### src/rtl/int_ctrl_pkg.sv
// rtl/int_ctrl_pkg.sv - shared register map constants for the interrupt controller
package int_ctrl_pkg;

    localparam logic [1:0] ADDR_MASK = 2'd0;
    localparam logic [1:0] ADDR_EDGE = 2'd1;
    localparam logic [1:0] ADDR_POL  = 2'd2;
    localparam logic [1:0] ADDR_PEND = 2'd3;

endpackage

### src/rtl/int_sync.sv
// rtl/int_sync.sv - multi-flop synchroniser for one asynchronous interrupt line
module int_sync #(
    parameter int STAGES = 2
) (
    input  logic clk,
    input  logic reset,
    input  logic d,
    output logic q
);

    logic [STAGES-1:0] ff;

    always_ff @(posedge clk or posedge reset) begin
        if (reset) begin
            ff <= '0;
        end else begin
            ff <= {ff[STAGES-2:0], d};
        end
    end

    assign q = ff[STAGES-1];

endmodule

### src/rtl/int_controller.sv
// rtl/int_controller.sv - maskable edge/level interrupt controller with fixed lowest-index priority
module int_controller
    import int_ctrl_pkg::*;
#(
    parameter int NUM_CH      = 8,
    parameter int SYNC_STAGES = 2
) (
    input  logic                      clk,
    input  logic                      reset,
    input  logic [NUM_CH-1:0]         irq_in,
    input  logic                      cfg_we,
    input  logic [1:0]                cfg_addr,
    input  logic [NUM_CH-1:0]         cfg_d,
    output logic [NUM_CH-1:0]         cfg_q,
    output logic                      int_req,
    output logic [$clog2(NUM_CH)-1:0] int_id,
    input  logic                      ack
);

    localparam int ID_W = $clog2(NUM_CH);

    logic [NUM_CH-1:0] sync_q;
    logic [NUM_CH-1:0] act;
    logic [NUM_CH-1:0] hist;
    logic [NUM_CH-1:0] mask;
    logic [NUM_CH-1:0] edge_mode;
    logic [NUM_CH-1:0] polarity;
    logic [NUM_CH-1:0] pending;
    logic [NUM_CH-1:0] rise;
    logic [NUM_CH-1:0] req_vec;
    logic [NUM_CH-1:0] w1c;
    logic [NUM_CH-1:0] ack_clr;
    logic [NUM_CH-1:0] mode_chg;
    logic [NUM_CH-1:0] edge_next;
    logic [NUM_CH-1:0] pend_next;
    logic              ack_hit;

    for (genvar g = 0; g < NUM_CH; g++) begin : g_sync
        int_sync #(.STAGES(SYNC_STAGES)) u_sync (
            .clk   (clk),
            .reset (reset),
            .d     (irq_in[g]),
            .q     (sync_q[g])
        );
    end

    assign act     = sync_q ^ polarity;
    assign rise    = act & ~hist;
    assign req_vec = pending & mask;
    assign int_req = |req_vec;

    always_comb begin
        int_id = '0;
        for (int i = NUM_CH - 1; i >= 0; i--) begin
            if (req_vec[i]) begin
                int_id = ID_W'(i);
            end
        end
    end

    assign ack_hit  = ack && int_req && edge_mode[int_id];
    assign ack_clr  = ack_hit ? (NUM_CH'(1) << int_id) : '0;
    assign w1c      = (cfg_we && cfg_addr == ADDR_PEND) ? cfg_d : '0;
    assign mode_chg = (cfg_we && cfg_addr == ADDR_EDGE) ? (cfg_d ^ edge_mode) : '0;

    // Clears are applied before sets so a same-cycle edge always survives an ack or W1C.
    assign edge_next = (pending & ~(w1c | ack_clr)) | (rise & edge_mode);
    assign pend_next = ((edge_mode & edge_next) | (~edge_mode & act)) & ~mode_chg;

    always_ff @(posedge clk or posedge reset) begin
        if (reset) begin
            hist      <= '0;
            mask      <= '0;
            edge_mode <= '0;
            polarity  <= '0;
            pending   <= '0;
        end else begin
            pending <= pend_next;
            // A polarity write preloads history with the post-write level so no edge is seen.
            hist    <= (cfg_we && cfg_addr == ADDR_POL) ? (sync_q ^ cfg_d) : act;
            if (cfg_we && cfg_addr == ADDR_MASK) mask      <= cfg_d;
            if (cfg_we && cfg_addr == ADDR_EDGE) edge_mode <= cfg_d;
            if (cfg_we && cfg_addr == ADDR_POL)  polarity  <= cfg_d;
        end
    end

    always_comb begin
        cfg_q = mask;
        case (cfg_addr)
            ADDR_MASK: cfg_q = mask;
            ADDR_EDGE: cfg_q = edge_mode;
            ADDR_POL:  cfg_q = polarity;
            ADDR_PEND: cfg_q = pending;
            default:   cfg_q = mask;
        endcase
    end

endmodule
### config.mk
export PLATFORM = sky130hd
export DESIGN_NAME = int_controller
export DESIGN_NICKNAME = d
export VERILOG_FILES = /design/src/rtl/int_ctrl_pkg.sv /design/src/rtl/int_sync.sv /design/src/rtl/int_controller.sv
export SDC_FILE = /design/constraint.sdc
export NUM_CORES = 1
export LEC_CHECK = 0
export ABC_AREA = 1
export ABC_CLOCK_PERIOD_IN_PS = 1900
export CAP_MARGIN = 10
export CORE_MARGIN = 2
export CORE_UTILIZATION = 35
export DETAILED_ROUTE_END_ITERATION = 10
export HOLD_SLACK_MARGIN = 0.06
export SYNTH_ARGS = -nofsm -noshare
export SYNTH_HDL_FRONTEND = slang
export SYNTH_SLANG_ARGS = --single-unit
### constraint.sdc
create_clock -name clk -period 1.9 [get_ports clk]
set_input_delay 0.285 -clock clk [delete_from_list [all_inputs] [get_ports clk]]
set_output_delay 0.285 -clock clk [all_outputs]
set_load 0.02 [all_outputs]
==> results of run 1 <==
[cell families (layout without fill, tap and decap cells)]
family	Yosys count	count (layout)	synth area share, %
and+or+nand+nor	168	168	27.6
buffers and inverters	35	94	4.75
DFF	56	56	50.2
AOI/OAI and AO/OA	42	42	9.95
xor gates and xnor gates	24	24	7.53
[worst max-delay path: stages]
cell and delay (ns):
clkdlybuf4s50_1 0.42, buf_4 0.15, nor2_2 0.13, buf_4 0.15
nand2_1 0.05, o2111ai_1 0.14, buf_2 0.22
[report_power, final]
part | internal [W] | leakage, nW | switching, W
logic | 0.000541 | 0.947 | 0.000828
registers | 0.00138 | 0.674 | 0.000162
clock network | 0.000298 | 0.0455 | 0.000365
[sequential cells by signal (all words and copies together) (netlist names)]
signal,flops
pending,8
edge_mode,8
polarity,8
g_sync.u_sync.ff,16
hist,8
mask,8
[area by class of cell]
class | instances | area [um2]
Multi-Input combinational cell | 234 | 1260
Timing Repair Buffer | 55 | 460
Fill cell | 752 | 4260
Clock buffer | 8 | 90.1
Tap cell | 102 | 128
Inverter | 31 | 119
Sequential cell | 56 | 1400
[stage by stage]
stage                     hold slack, ns  setup slack [ns]  utilization (%)
after floorplan                    0.316             0.244                -
after global placement             0.331            -0.370             44.1
after detailed placement           0.336            -0.369             44.1
after CTS                          0.358            0.0143             44.9
after global routing               0.359          0.000372             44.8
final                              0.345            0.0789             44.8
[routing by layer]
metal	wire length (um)	up-vias	global-route usage (%)
met2	2770	56	23.1
li1	-	1147	-
met4	173	0	6.00
met1	3010	1044	22.8
met5	0	-	0
met3	305	14	2.74
[what timing repair did]
item,4_1_cts,5_1_grt
setup endpoints to repair,12,12
pin swaps,0,6
resized for setup,39,9
buffers inserted,0,2
[cell usage after synthesis, drive strengths merged (3+ instances only)]
| cell type | number |
|---|---|
| inv | 31 |
| o21ai | 24 |
| nor3 | 10 |
| xor2 | 16 |
| nor2 | 25 |
| xnor2 | 8 |
| nand3 | 7 |
| o2111ai | 7 |
| dfrtp | 56 |
| nand4 | 5 |
| nand2 | 120 |
| clkbuf | 3 |
| a21oi | 8 |
[how the worst min path moves through the flow]
stage / startpoint / end / slack (ns) / cells past startpoint
after floorplan: irq_in[0] / g_sync[0].u_sync.ff[0] / 0.32 / 0
after global placement: g_sync[3].u_sync.ff[0] / g_sync[3].u_sync.ff[1] / 0.33 / 0
after detailed placement: g_sync[2].u_sync.ff[0] / g_sync[2].u_sync.ff[1] / 0.34 / 0
after CTS: reset / g_sync[0].u_sync.ff[0] / 0.36 / 3
after global routing: g_sync[7].u_sync.ff[0] / g_sync[7].u_sync.ff[1] / 0.36 / 0
final: reset / g_sync[0].u_sync.ff[0] / 0.34 / 3
==> flow_summary.json, run 1 <==
{
  "num_rows": 32,
  "hold_viol_final": 0,
  "final_cell_mix": "nand2_1, dfrtp_1, inv_1, nor2_1, buf_4",
  "tightest_slew_ns": 0.387,
  "synthArstFlopShare_pct": 100,
  "synth_nets": 347,
  "cp-startpoint": "cfg_addr[1]",
  "post-route-cell-area_mm2": 0.00346,
  "ir_drop_v": 0.000485,
  "grt_pass1_wl_um": 10700,
  "worstSetupEndpoint": "cfg_q[6]",
  "cts_tree": "yes",
  "clock.fmax_mhz": 549,
  "crit_type": "in -> out",
  "cts.htree.levels": 2,
  "reg2reg_slack_ns": 0.13,
  "via_per_inst": 4.65,
  "dp_cells": 478,
  "yosysUniqueCellTypes": 25,
  "core_mm2": 0.00773,
  "fp.dieW_um": 93.3,
  "relSlewSlack_pct": 74.1,
  "cp_data_required_time_ns": 1.62,
  "antenna-diode-count": 0,
  "cp.arrival_ns": 1.54,
  "synth.yosys.seq_area_share_pct": 50.2,
  "finalNonFillerCells": 486,
  "yosys_warnings": 0,
  "track_usage_pct": 15.6,
  "routabilityCongestion": 0.872,
  "drive_gt1_share_pct": 19.3,
  "ys_ff_latch": 56,
  "place_area_mm2": 0.00341,
  "ioPinCount": 34,
  "path_clk_slew_ns": 0.09,
  "wl_per_cell_um": 12.9,
  "drcViolationCount": 0,
  "clk_latency_ns": 0.30,
  "synth_edf_count": 0,
  "grt_max_degree": 57,
  "syn_avg_cell_area_um2": 8.59,
  "outcome": "completed",
  "critPathMaxFanout": 4,
  "initial_utilization_pct": 36.1,
  "synth_area_leaders": "dfrtp_1, nand2_1, xor2_1, inv_1, nor2_1",
  "max-cap-violations": 0,
  "rr_worst_depth": 12,
  "areaGrowthSynthToFinish_pct": 24.1,
  "dr.pass1.iters": 4,
  "clock_skew_ns": 0.00889,
  "fin_total_pwr_w": 0.00357,
  "ctsLongestPathBuffers": 2,
  "root_buffer": "clkbuf_8",
  "final-setup-viol-count": 0,
  "routed_wl_um": 6260,
  "worst_setup_path_start_kind": "input port",
  "drt_iter0_drc": 162,
  "vias": 2261,
  "holdBufCountCts": 0,
  "p_leak_nw": 1.67,
  "final_common_cell": "nand2_1",
  "slew_viol_final": 0,
  "grt_pass1_vias": 2231,
  "antenna_found_initial": 0,
  "mappedNetlistArea_mm2": 0.00279,
  "finalSetupTns_ns": 0,
  "layout.nets": 405,
  "synth_cells": 325,
  "cts_buffers": 5,
  "synth_top_area_share_pct": 50.2,
  "die_area_mm2": 0.00871,
  "period_share_pct": 95.8,
  "antenna_left": 0,
  "port_buffers": 33,
  "hp-class": "in -> async",
  "hpwlAfterDp_um": 4670,
  "cts_sinks": 56,
  "r2r-end": "pending[2]",
  "fin_crit_ns": 1.82,
  "rr_startpoint": "mask[3]",
  "yosys_most_used_dff": "dfrtp_1",
  "die_y_um": 93.3,
  "powerDensity_mw_per_mm2": 1030,
  "overflow": 0,
  "yosysTopAreaCell": "dfrtp_1",
  "rsz0062_at_grt": "no",
  "endpoint_kind": "output port"
}
Power figures use the tool's default switching activity.
==> run 2, diff against run 1 <==
- CORE_MARGIN: 2 -> default
- HOLD_SLACK_MARGIN: 0.06 -> 0.1
==> run 2 against run 1 <==
  * Final cell count up 0.62%
  * Flip-flop and latch count unchanged
  * Total power up 4.6%
  * Global-route usage up 0.57 points
  * Clock skew down 0.0027 ns
  * Wire length down 0.32%
  * Setup slack worse by 0.023 ns
  * Largest cell class unchanged
==> flow_summary.json, run 2 (same netlist as run 1, synthesis figures left out) <==
{
  "final_cell_mix": "nand2_1, dfrtp_1, inv_1, buf_4, nor2_1",
  "p_leak_nw": 1.69,
  "via_per_inst": 4.67,
  "clk_latency_ns": 0.31,
  "routed_wl_um": 6240,
  "whs_ns": 0.334,
  "period_share_pct": 97.1,
  "die_area_mm2": 0.00834,
  "endpoint_kind": "output port",
  "routabilityCongestion": 0.840,
  "num_rows": 32,
  "final-setup-viol-count": 0,
  "path_clk_slew_ns": 0.10,
  "rsz0062_at_grt": "yes",
  "largest_reg_flops": 16,
  "ioPinCount": 34,
  "r2r-end": "pending[2]",
  "antenna-diode-count": 0,
  "areaGrowthSynthToFinish_pct": 25.8,
  "hp-class": "in -> async",
  "rr_worst_depth": 12,
  "worst_setup_path_start_kind": "input port",
  "cp_data_required_time_ns": 1.62,
  "ir_drop_v": 0.000431,
  "track_usage_pct": 16.2,
  "cp.arrival_ns": 1.56,
  "overflow": 0,
  "ctsLongestPathBuffers": 2,
  "drive_gt1_share_pct": 20.9,
  "clock_skew_ns": 0.00614,
  "vias": 2283,
  "grt_max_degree": 57,
  "critPathMaxFanout": 5,
  "post-route-cell-area_mm2": 0.00351,
  "multi_input_area_mm2": 0.00127,
  "core_mm2": 0.00773,
  "rr_startpoint": "pending[3]",
  "wl_per_cell_um": 12.8,
  "hpwlAfterDp_um": 4680,
  "antenna_found_initial": 0,
  "outcome": "completed",
  "powerDensity_mw_per_mm2": 1060,
  "cts_sinks": 56,
  "max-cap-violations": 0,
  "cts_buffers": 5,
  "port_buffers": 33,
  "slew_viol_final": 0,
  "grt_pass1_wl_um": 10600,
  "die_y_um": 91.3,
  "drcViolationCount": 0,
  "drt_iter0_drc": 146,
  "finalSetupTns_ns": 0,
  "reg2reg_slack_ns": 0.11,
  "layout.nets": 408,
  "cts_tree": "yes",
  "fp.dieW_um": 91.3,
  "seqCellArea_mm2": 0.00140,
  "fin_util_pct": 45.5,
  "tightest_slew_ns": 0.391,
  "grt_pass1_vias": 2204,
  "hold_viol_final": 0,
  "antenna_left": 0,
  "place_area_mm2": 0.00341,
  "crit_type": "in -> out",
  "cts.htree.levels": 2,
  "root_buffer": "clkbuf_8",
  "fillCellCount": 771,
  "clock.fmax_mhz": 542,
  "initial_utilization_pct": 36.1,
  "final_common_cell": "nand2_1",
  "dr.pass1.iters": 4,
  "regMostFlops": "g_sync.u_sync.ff",
  "fin_crit_ns": 1.84,
  "relSlewSlack_pct": 73.8
}
run 2: worst max-delay path by stage:
stage | startpoint | depth (start not counted) | end
floorplan | reset | 1 | edge_mode[0]
global placement | cfg_addr[1] | 7 | cfg_q[5]
detailed placement | cfg_addr[1] | 7 | cfg_q[5]
CTS | mask[2] | 6 | int_id[1]
global route | mask[7] | 17 | pending[2]
finish | cfg_addr[0] | 7 | cfg_q[5]
run 2: worst max-delay path, cell delays in order:
cell and delay (ns):
clkdlybuf4s50_1 0.45, buf_4 0.15, nor2_2 0.12, buf_4 0.16
nand2_1 0.05, o2111ai_1 0.13, buf_4 0.19
run 2: what timing repair did:
item | CTS | global route
setup endpoints to repair | 12 | 15
gates resized for setup | 40 | 9
hold buffers | 0 | 0
pin swaps | 0 | 5
buffers inserted | 0 | 4
run 2: power breakdown:
group	total, W	leakage (nW)	internal [W]	switching [W]
combinational	0.00141	0.964	0.000566	0.000844
clock	0.000788	0.0541	0.000391	0.000398
sequential	0.00154	0.674	0.00138	0.000162
run 2: per-stage QoR:
| stage | cells | power (W) | setup WS, ns |
|---|---|---|---|
| 4_1_cts | 486 | 0.00374 | 0.0151 |
| 6_report | 489 | 0.00374 | 0.0558 |
| 3_3_place_gp | 478 | 0.00300 | -0.414 |
| 5_1_grt | 489 | 0.00398 | -0.0540 |
| 2_1_floorplan | 325 | 0.00249 | 0.244 |
| 3_5_place_dp | 478 | 0.00301 | -0.426 |
run 2: cell type report:
| cell class | count | area share, % |
|---|---|---|
| Clock inverter | 3 | 1.21 |
| Multi-Input combinational cell | 234 | 36.2 |
| Timing Repair Buffer | 58 | 13.8 |
| Sequential cell | 56 | 39.9 |
| Clock buffer | 5 | 1.96 |
| Tap cell | 102 | 3.63 |
| Inverter | 31 | 3.31 |
run 2: layer usage:
metal	GRT usage, %	part of all wire, %	up-vias
li1	-	-	1159
met1	23.7	50	1065
met2	24.2	45	52
met3	3.10	4.1	7
met4	4.89	1.1	0
met5	0	0	-
==> run 3, diff against run 2 <==
- TNS_END_PERCENT: default -> 5
==> run 3 against run 2 <==
  * Sequential power is essentially flat
  * Critical path depth stayed put
  * Fmax fell by 0.63%
  * Clock power barely moved
  * Final area down 0.39%
  * Count of clock-buffer cells in the layout is the same
  * Combinational power hardly changed
  * Worst hold slack better by 0.00090 ns
  * Sequential share of layout area up 0.16 points
  * Via count decreased by 1.5%
==> flow_summary.json, run 3 (same netlist as run 1, synthesis figures left out) <==
{
  "antenna_left": 0,
  "worst_path_most_repeated_cell": "buf_4",
  "regMostFlops": "g_sync.u_sync.ff",
  "die_area_mm2": 0.00834,
  "slew_viol_final": 0,
  "port_buffers": 33,
  "endpoint_kind": "output port",
  "fp.dieW_um": 91.3,
  "cts.htree.levels": 2,
  "critPathSlowestCell": "clkdlybuf4s50_1",
  "outcome": "completed",
  "critPathBufInv": 4,
  "hpwlAfterDp_um": 4680,
  "wl_per_cell_um": 12.7,
  "num_rows": 32,
  "cts_sinks": 56,
  "post-route-cell-area_mm2": 0.00350,
  "ioPinCount": 34,
  "crit_type": "in -> out",
  "max-cap-violations": 0,
  "grt_pass1_vias": 2204,
  "cp.arrival_ns": 1.57,
  "core_mm2": 0.00773,
  "drive_gt1_share_pct": 20.3,
  "path_cells": "clkdlybuf4s50_1 -> buf_4 -> nor2_2 -> buf_4 -> nand2_1 -> o2111ai_1 -> buf_2",
  "drcViolationCount": 0,
  "grt_pass1_wl_um": 10600,
  "powerDensity_mw_per_mm2": 1070,
  "fin_total_pwr_w": 0.00374,
  "via_per_inst": 4.62,
  "critPathMaxFanout": 4,
  "final_common_cell": "nand2_1",
  "ir_drop_v": 0.000427,
  "crit_family": "buffers and inverters",
  "place_area_mm2": 0.00341,
  "cts_tree": "yes",
  "routed_wl_um": 6200,
  "layout.nets": 406,
  "period_share_pct": 97.7,
  "reg2reg_slack_ns": 0.11,
  "largest_reg_flops": 16,
  "relSlewSlack_pct": 73.2,
  "path_clk_slew_ns": 0.10,
  "tightest_slew_ns": 0.400,
  "initial_utilization_pct": 36.1,
  "vias": 2248,
  "hp-class": "in -> async",
  "antenna_found_initial": 0,
  "cp_data_required_time_ns": 1.62,
  "fin_util_pct": 45.3,
  "cp_slowest_stage_delay_ns": 0.45,
  "clock_skew_ns": 0.00496,
  "areaGrowthSynthToFinish_pct": 25.3,
  "dr.pass1.iters": 5,
  "final-setup-viol-count": 0,
  "final_cell_mix": "nand2_1, dfrtp_1, inv_1, buf_4, nor2_1",
  "routabilityCongestion": 0.840,
  "track_usage_pct": 16.2,
  "holdBufCountCts": 0,
  "hold_viol_final": 0,
  "dp_cells": 478,
  "whs_ns": 0.335,
  "drt_iter0_drc": 126,
  "cts_buffers": 5,
  "antenna-diode-count": 0,
  "die_y_um": 91.3,
  "fin_crit_ns": 1.86,
  "root_buffer": "clkbuf_8",
  "clk_latency_ns": 0.31,
  "rsz0062_at_grt": "yes",
  "overflow": 0,
  "worst_setup_path_start_kind": "input port",
  "grt_max_degree": 57,
  "p_leak_nw": 1.68,
  "finalNonFillerCells": 487,
  "ctsLongestPathBuffers": 2,
  "clock.fmax_mhz": 539,
  "fillCellCount": 770
}
-- run 3: cell count changes in the layout (fill, tap and decap cells not counted) --
cell | previous run | this run
buf_4 | 26 | 23
buf_6 | 0 | 1
nand2_1 | 102 | 103
nand2_2 | 12 | 11
-- run 3: area by class of cell --
type	instances	area, um2	share of cell area (%)
multi-input combinational	234	1270	36.2
tap	102	128	3.65
sequential	56	1400	40.1
timing repair buffer	56	474	13.6
clock buffer	5	68.8	1.97
clock inverter	3	42.5	1.22
inverter	31	116	3.33
-- run 3: through the flow --
step	setup TNS, ns	setup slack, ns
after CTS	-0.119	-0.119
after global placement	-3.06	-0.414
after global routing	-0.0430	-0.0430
after floorplan	0	0.244
final	0	0.0441
after detailed placement	-3.22	-0.426
-- run 3: final timing paths --
check / start / cells past startpoint / endpoint
min in group clk: g_sync[6].u_sync.ff[0] / 0 / g_sync[6].u_sync.ff[1]
max in group asynchronous: reset / 3 / pending[5]
hold reg to reg: g_sync[6].u_sync.ff[0] / 0 / g_sync[6].u_sync.ff[1]
setup reg to reg: mask[2] / 12 / pending[2]
hold / removal: reset / 3 / g_sync[4].u_sync.ff[0]
setup / recovery: cfg_addr[0] / 7 / cfg_q[6]
-- run 3: power by group --
group | internal (W) | switching [W] | leakage, nW
Combinational | 0.000571 | 0.000838 | 0.954
Clock | 0.000391 | 0.000400 | 0.0541
Sequential | 0.00138 | 0.000164 | 0.674
-- run 3: per-layer routing --
metal	track usage (%)	part of all wire [%]	vias to the layer above
li1	-	-	1154
met1	23.7	49	1032
met2	24.2	44	55
met3	3.10	5.2	7
met4	4.89	1.1	0
met5	0	0	-
-- run 3: worst min-delay path, stage by stage --
cell             delay [ns]
clkdlybuf4s50_1        0.41
inv_2                  0.07
buf_12                 0.27
-- run 3: what timing repair did --
item	CTS	global route
pin swaps	0	1
setup endpoints to repair	12	15
buffers inserted	0	1
gates resized for setup	38	11
